**src/rtl/mem_port_arbiter_pkg.sv**
```systemverilog
// Shared types and constants for the two-master memory port arbiter:
// FSM encoding, master identifiers and the latched request bundle.
package mem_port_arbiter_pkg;

  typedef enum logic [1:0] {
    ST_IDLE = 2'b00,
    ST_BUSY = 2'b01,
    ST_RESP = 2'b10
  } state_e;

  typedef logic master_id_t;

  localparam master_id_t MASTER_CPU = 1'b0;
  localparam master_id_t MASTER_LDR = 1'b1;

  localparam int unsigned TIMEOUT_DEFAULT = 255;
  localparam int unsigned TO_CNT_W        = 8;

  typedef struct packed {
    logic        we;
    logic [31:0] addr;
    logic [31:0] wdata;
    logic [3:0]  be;
  } mem_req_t;

  // A write with no byte lanes enabled has nothing to do on the slave bus.
  function automatic logic is_null_write(input mem_req_t r);
    return r.we && (r.be == 4'b0000);
  endfunction

endpackage

```
**src/rtl/mem_port_arbiter_rr_arb2.sv**
```systemverilog
// Combinational two-way round-robin picker: the master not granted last
// wins a tie; a lone requester always wins.
module rr_arb2
  import mem_port_arbiter_pkg::*;
(
  input  logic [1:0] req_i,
  input  master_id_t last_grant_i,
  output logic [1:0] grant_o
);

  // NOTE: every output of a combinational block gets a default first, so no
  // path through the case can leave it unassigned and infer a latch.
  always_comb begin
    grant_o = 2'b00;
    unique case (req_i)
      2'b01:   grant_o = 2'b01;
      2'b10:   grant_o = 2'b10;
      2'b11:   grant_o = (last_grant_i == MASTER_CPU) ? 2'b10 : 2'b01;
      default: grant_o = 2'b00;
    endcase
  end

endmodule

```
**src/rtl/mem_port_arbiter.sv**
```systemverilog
// Two-master to one-slave memory port arbiter with round-robin grant,
// registered slave request, bounded slave wait and one-cycle completion pulses.
module mem_port_arbiter
  import mem_port_arbiter_pkg::*;
#(
  parameter int unsigned TIMEOUT = TIMEOUT_DEFAULT
) (
  input  logic        clk,
  input  logic        reset_n,

  input  logic        m0_req,
  input  logic        m0_we,
  input  logic [31:0] m0_addr,
  input  logic [31:0] m0_wdata,
  input  logic [3:0]  m0_be,
  output logic        m0_ack,
  output logic        m0_err,
  output logic [31:0] m0_rdata,

  input  logic        m1_req,
  input  logic        m1_we,
  input  logic [31:0] m1_addr,
  input  logic [31:0] m1_wdata,
  input  logic [3:0]  m1_be,
  output logic        m1_ack,
  output logic        m1_err,
  output logic [31:0] m1_rdata,

  output logic        s_req,
  output logic        s_we,
  output logic [31:0] s_addr,
  output logic [31:0] s_wdata,
  output logic [3:0]  s_be,
  input  logic        s_ack,
  input  logic [31:0] s_rdata
);

  // Counter value on the last BUSY cycle the slave is allowed before abort.
  localparam logic [TO_CNT_W-1:0] TO_LAST = 8'(TIMEOUT - 1);

  state_e                state_q;
  master_id_t            owner_q;
  master_id_t            last_grant_q;
  mem_req_t              slv_q;
  logic                  s_req_q;
  logic [TO_CNT_W-1:0]   to_cnt_q;
  logic [1:0]            ack_q;
  logic [1:0]            err_q;
  logic [31:0]           rdata_q;

  logic [1:0]            req_vec;
  logic [1:0]            grant;
  master_id_t            grant_id_d;
  mem_req_t [1:0]        m_fields;
  mem_req_t              sel_req_d;

  assign req_vec     = {m1_req, m0_req};
  assign m_fields[0] = {m0_we, m0_addr, m0_wdata, m0_be};
  assign m_fields[1] = {m1_we, m1_addr, m1_wdata, m1_be};

  rr_arb2 u_rr_arb2 (
    .req_i        (req_vec),
    .last_grant_i (last_grant_q),
    .grant_o      (grant)
  );

  assign grant_id_d = grant[1] ? MASTER_LDR : MASTER_CPU;
  assign sel_req_d  = m_fields[grant_id_d];

  // NOTE: sequential state uses non-blocking assignments only, so every
  // register samples pre-edge values regardless of statement order.
  always_ff @(posedge clk or negedge reset_n) begin
    if (!reset_n) begin
      state_q      <= ST_IDLE;
      owner_q      <= MASTER_CPU;
      last_grant_q <= MASTER_LDR;
      slv_q        <= '0;
      s_req_q      <= 1'b0;
      to_cnt_q     <= '0;
      ack_q        <= '0;
      err_q        <= '0;
      rdata_q      <= '0;
    end else begin
      // Completion flags are pulses; they are only raised on entry to RESP.
      ack_q <= '0;
      err_q <= '0;
      unique case (state_q)
        ST_IDLE: begin
          if (|grant) begin
            owner_q      <= grant_id_d;
            last_grant_q <= grant_id_d;
            slv_q        <= sel_req_d;
            to_cnt_q     <= '0;
            if (is_null_write(sel_req_d)) begin
              state_q           <= ST_RESP;
              ack_q[grant_id_d] <= 1'b1;
              rdata_q           <= '0;
            end else begin
              state_q <= ST_BUSY;
              s_req_q <= 1'b1;
            end
          end
        end

        ST_BUSY: begin
          if (s_ack) begin
            s_req_q        <= 1'b0;
            state_q        <= ST_RESP;
            ack_q[owner_q] <= 1'b1;
            rdata_q        <= s_rdata;
          end else if (to_cnt_q == TO_LAST) begin
            s_req_q        <= 1'b0;
            state_q        <= ST_RESP;
            ack_q[owner_q] <= 1'b1;
            err_q[owner_q] <= 1'b1;
            rdata_q        <= '0;
            to_cnt_q       <= to_cnt_q + 8'd1;
          end else begin
            to_cnt_q <= to_cnt_q + 8'd1;
          end
        end

        ST_RESP: state_q <= ST_IDLE;

        default: state_q <= ST_IDLE;
      endcase
    end
  end

  assign m0_ack   = ack_q[0];
  assign m0_err   = err_q[0];
  assign m0_rdata = rdata_q;
  assign m1_ack   = ack_q[1];
  assign m1_err   = err_q[1];
  assign m1_rdata = rdata_q;

  assign s_req   = s_req_q;
  assign s_we    = slv_q.we;
  assign s_addr  = slv_q.addr;
  assign s_wdata = slv_q.wdata;
  assign s_be    = slv_q.be;

endmodule

```
**config.mk**
```make
export PLATFORM = sky130hd
export DESIGN_NAME = mem_port_arbiter
export DESIGN_NICKNAME = d
export VERILOG_FILES = /design/src/rtl/mem_port_arbiter_pkg.sv /design/src/rtl/mem_port_arbiter_rr_arb2.sv /design/src/rtl/mem_port_arbiter.sv
export SDC_FILE = /design/constraint.sdc
export NUM_CORES = 1
export LEC_CHECK = 0
export CAP_MARGIN = 30
export CELL_PAD_IN_SITES_DETAIL_PLACEMENT = 1
export CELL_PAD_IN_SITES_GLOBAL_PLACEMENT = 1
export CORE_MARGIN = 4
export CORE_UTILIZATION = 29
export CTS_CLUSTER_DIAMETER = 200
export DETAILED_ROUTE_END_ITERATION = 7
export PLACE_DENSITY_LB_ADDON = 0.1
export SYNTH_ARGS = -nofsm -noshare
export SYNTH_HDL_FRONTEND = slang
export SYNTH_SLANG_ARGS = --single-unit
```
**constraint.sdc**
```tcl
create_clock -name clk -period 4.1 [get_ports clk]
set_clock_uncertainty 0.15 [all_clocks]
set_input_delay 0.615 -clock clk [delete_from_list [all_inputs] [get_ports clk]]
set_output_delay 0.615 -clock clk [all_outputs]
set_load 0.05 [all_outputs]
```
* After elaboration in Yosys (flattened, before gate mapping) *
Cells that the tools add are included.

cells by class
  $add $sub $neg = 1
  magnitude comparators = 4
  eq/ne operators = 10
  muxes and demuxes = 34
  reductions and logical operators = 12

operator list
  operator               count
  $mux W69               2
  $mux W32               4
  $pmux W32 S2           1
  $mux W2                11
  $mux W8                2
  $pmux W8 S2            1
  $add A8 B1 Y8 const B  1
  $eq A8 B8 Y1 const B   1
  $ne A2 B2 Y1 const B   4
  $pmux W2 S2            2
  $reduce_and A4 Y1      2
  $mux W1                7
  $pmux W2 S3            1
  $eq A2 B1 Y1 const B   2
  $eq A2 B2 Y1 const B   2
  $logic_not A4 Y1       1
  $lt A1 B2 Y1 const B   2
  $reduce_and A2 Y1      2
  $logic_and A1 B1 Y1    3
  $ne A3 B3 Y1 const B   1
  $reduce_and A3 Y1      1
  $demux W1 S1           2
  $ge A1 B1 Y1 const B   2
  $logic_not A2 Y1       1
  other kinds (3)        3

storage, ports and cells
  bits in registers = 118
  output and inout port bits = 138
  logic and storage cells = 73

* Logic depth before layout (Yosys ltp) *
  word-level depth = 10
  mapped depth = 8
  gate-level depth less buffers = 7

* Hierarchy *
From an unflattened synthesis, not the netlist that was laid out.

second synthesis, totals
  cell total of the unflattened synthesis = 537
  area total of the unflattened synthesis = 5710.5 sq um

modules (own cells, without submodules)
  module            instances  cells an instance  area each (sq um)  sequential area each (sq um)
  mem_port_arbiter  1          534                5691.7             2954.1
  rr_arb2           1          3                  18.8               0.0

* Worst setup path after synthesis *
Ideal clock, no wire load.

  kind = input to register
  start point = input m0_be[0]
  end point = register rdata_q[22] (netlist: m0_rdata[22])
  arrival time = 1.605 ns
  slack = 2.224 ns
  cell stages on the path = 6
  path buffers = 1
  cell sequence = nor4_1 > nand2_1 > o21ai_4 > o22ai_4 > buf_6 > a22o_1

on the way
  cells in the longest elaborated chain, start to end = 6

RTL lines
  item                                         line                        text
  from (decl)                                  mem_port_arbiter.sv:15      input logic [3:0] m0_be,
  $mux W69 (not written as such) (2 in a row)  mem_port_arbiter.sv:68      assign sel_req_d = m_fields[grant_id_d];
  $logic_not A4 Y1                             mem_port_arbiter_pkg.sv:28  return r.we && (r.be == 4'b0000);
  $logic_and A1 B1 Y1                          mem_port_arbiter_pkg.sv:28
  $ne A2 B2 Y1 (no line)                       n/a
  $reduce_and A4 Y1 (no line)                  n/a
  to (signal assigned)                         mem_port_arbiter.sv:110     rdata_q <= s_rdata;
  to (decl)                                    mem_port_arbiter.sv:49      logic [31:0] rdata_q;

No other way between the ends. The select of a mux whose other input is x is not followed.
A chain may end at the register's enable or synchronous reset.

* Worst setup path after layout *
  start point = input m1_req
  end point = register rdata_q[14] (netlist: m0_rdata[14])

on the way
  cells in the longest elaborated chain, start to end = 9
  elaborated cells between the ends (all ways) = 13

RTL lines
  item                                          line                            text
  from (decl)                                   mem_port_arbiter.sv:20          input logic m1_req,
  $eq A2 B2 Y1 or $eq A2 B1 Y1 (tied branches)  mem_port_arbiter_rr_arb2.sv:15  unique case (req_i)
  $pmux W2 S3 (*)                               mem_port_arbiter_rr_arb2.sv:15
  $mux W1                                       mem_port_arbiter.sv:67          assign grant_id_d = grant[1] ? MASTER_LDR : MASTER_CPU;
  $mux W69 (not written as such) (2 in a row)   mem_port_arbiter.sv:68
  $logic_not A4 Y1                              mem_port_arbiter_pkg.sv:28
  $logic_and A1 B1 Y1                           mem_port_arbiter_pkg.sv:28
  $ne A2 B2 Y1 (no line)                        n/a
  $reduce_and A4 Y1 (no line) (*)               n/a

Every way passes the cells marked *; elsewhere a longest branch is shown, timed or not. The select of a mux whose other input is x is not followed.

==> impl_metrics.toml <==
[setup_path]
critical_path_class = "input pin to flip-flop"
cp_max_fo = 33
crit_path_start_kind = "input pin"
worst_path_max_delay_cell = "o22ai_4"
endpoint_kind = "flip-flop"
cp_data_arrival_time_ns = 2.99
crit_required_ns = 4.28
worstPathCellList = "clkdlybuf4s50_1 -> a21boi_2 -> o21ai_4 -> o22ai_4 -> a22o_1"
critPathMaxStageDelay_ns = 0.72

[synthesis]
ys_seq_elements = 118
netlist-cell-type-count = 41
synth_top_area_share_pct = 56.6
yosysWarnings = 0
synth_area_leaders = "dfrtp_1 (57%), nand2_1 (10%), a22oi_1 (9.3%), a22o_1 (5.6%), buf_4 (4.9%)"
yosys_most_used_dff = "dfrtp_1"
ys_seq_area_share_pct = 57.2
yosysMostFrequentCell = "nand2_1"
synthArstFlopShare_pct = 100
synth_cells = 482
synth_edf_count = 0
synth_top_cells_by_count = "nand2_1 (138), dfrtp_1 (117), a22oi_1 (64), buf_4 (34), a22o_1 (33)"
synth_nets = 659
synth_top_area_cell = "dfrtp_1"
synthesis.area_um2 = 5170
avgSynthCellArea_um2 = 10.7

[grt]
grt_max_degree = 84
grt_use_total_pct = 18.7
grt_pass1_wl_um = 29800
antenna_found_initial = 0
grt_pass1_vias = 5399
gr-total-overflow = 0

[cells_and_area]
area_delta_synth_final_pct = 71.3
fin_nets = 931
num_antenna_cells = 0
post-route-util_pct = 51.0
n_fill_cell = 1859
stdcell_area_um2 = 8860
drive_gt1_share_pct = 7.17

[placement]
portBuffers = 312
placed_area_um2 = 8230
place_congestion = 0.832
dp_hpwl_um = 14000

[hold_path]
hold_class = "input pin to asynchronous set/reset pin"

[die]
rows = 48
die_h_um = 142
pin_count = 313
core-area_um2 = 17400
die_x_um = 142
start_util_pct = 29.8
die_area_um2 = 20000

[route]
wirelength_um = 18800
vias = 4751
drc_errors = 0
drt_iter0_drc = 155
drt-wirelength-per-cell_um = 18.9
drtPass1Iterations = 4
detail-route-antenna-nets = 0
via_per_inst = 4.79

[timing]
hold_slack_ns = 0.114
finalSetupViolations = 0
worst_pin_slew_ns = 0.929
slew_headroom_pct = 38.1
drv_slew = 0
fin_setup_tns_ns = 0
rsz0062_at_grt = "false"
hold_viol = 0
fmax_mhz = 356
period_needed_ns = 2.81
fin_crit_sh_pct = 68.5

[clocking]
clk_path_buf_depth = 2
post_cts_buffers = 0
cts_buffers = 17
cts_max_level = 4
clk_latency_ns = 0.40
cts_tree = "built"
cts_hold_buf = 0
clk_pin_slew_ns = 0.06
clock-sinks = 118
cts.repair.resized = 0
cts_root_buffer = "clkbuf_16"

[pwr]
power_density_nw_per_um2 = 974
leakage_nw = 3.83
ir_drop_v = 0.000509

[run_status]
status = "completed"

[flow_run]
cap_viol_max_count = 0
## final timing paths
path	cells after the start	startpoint	endpoint	slack, ns
max in group asynchronous	2	reset_n	last_grant_q	2.82
hold / removal	1	reset_n	s_wdata[19]	0.11
setup reg to reg	6	state_q[0]	s_wdata[9]	1.69
hold reg to reg	2	s_be[1]	s_be[1]	0.33
min in group clk	2	s_be[1]	s_be[1]	0.33
setup / recovery	5	m1_req	m0_rdata[14]	1.29
## cell usage in the layout, fill, tap and decap left out, drive strengths merged, types with 2 or more instances in the layout
| cell type | instances |
|---|---|
| bufinv | 4 |
| o2bb2ai | 2 |
| xor2 | 3 |
| mux2i | 5 |
| nand3 | 5 |
| a211oi | 2 |
| buf | 7 |
| clkdlybuf4s50 | 311 |
| ha | 2 |
| clkinv | 7 |
| nor2 | 9 |
| xnor2 | 3 |
| a22oi | 64 |
| inv | 4 |
| o22ai | 2 |
| and3 | 2 |
| nand4 | 2 |
| a22o | 33 |
| o21ai | 10 |
| nand2 | 138 |
| nor4 | 3 |
| and2 | 2 |
| a21o | 2 |
| dfrtp | 117 |
| clkinvlp | 3 |
| o21a | 2 |
| clkbuf | 17 |
## logic make-up after synthesis
logic type,Yosys count,share of synthesized area (%)
flip-flops,118,57.2
adder cells (fa/ha/maj),2,0.484
buffers and inverters,68,8.71
AO/OA/AOI/OAI,119,18.5
AND/OR/NAND/NOR,164,13.1
multiplexers,5,0.968
XOR/XNOR,6,1.02
## per-layer routing
metal / up-vias / global-route usage [%] / wire length, µm
met3: 30 / 6.61 / 1710
li1: 2198 / - / -
met5: - / 0 / 0
met1: 2317 / 21.7 / 7190
met4: 0 / 6.16 / 478
met2: 206 / 32.5 / 9400
## final cells by class
class | count | area [µm²] | share of cell area, %
multi-input cells | 296 | 1780 | 20.1
inverters | 3 | 11.3 | 0.127
well taps | 225 | 282 | 3.18
repair buffers | 318 | 3200 | 36.1
clock inverters | 15 | 205 | 2.32
clock buffers | 17 | 425 | 4.80
flip-flops and latches | 118 | 2950 | 33.4
## worst max-delay path, delay by kind of cell
| family | cells | cell delay, ns |
|---|---|---|
| AOI/OAI and AO/OA | 4 | 1.80 |
| buffers and inverters | 1 | 0.56 |
## registers in the layout, indices dropped and copies added, names as in the netlist
| signal | count |
|---|---|
| ack_q | 2 |
| err_q | 2 |
| last_grant_q | 1 |
| m0_rdata | 32 |
| owner_q | 1 |
| s_addr | 32 |
| s_be | 4 |
| s_req | 1 |
| s_wdata | 32 |
| s_we | 1 |
| state_q | 2 |
| to_cnt_q | 8 |
## where the power goes
group,total (mW),switching (mW),internal (mW)
clock,1.59,0.566,1.02
combinational,4.99,3.31,1.68
sequential,2.05,0.351,1.70
## per-stage QoR
| stage | std cells | setup WS (ns) | power (mW) |
|---|---|---|---|
| after floorplan | 482 | 2.22 | 5.49 |
| after global placement | 959 | 0.966 | 6.99 |
| after detailed placement | 960 | 0.841 | 7.12 |
| after CTS | 992 | 1.27 | 8.74 |
| after global routing | 992 | 1.11 | 9.06 |
| final | 992 | 1.29 | 8.63 |
Power figures use the tool's default switching activity.
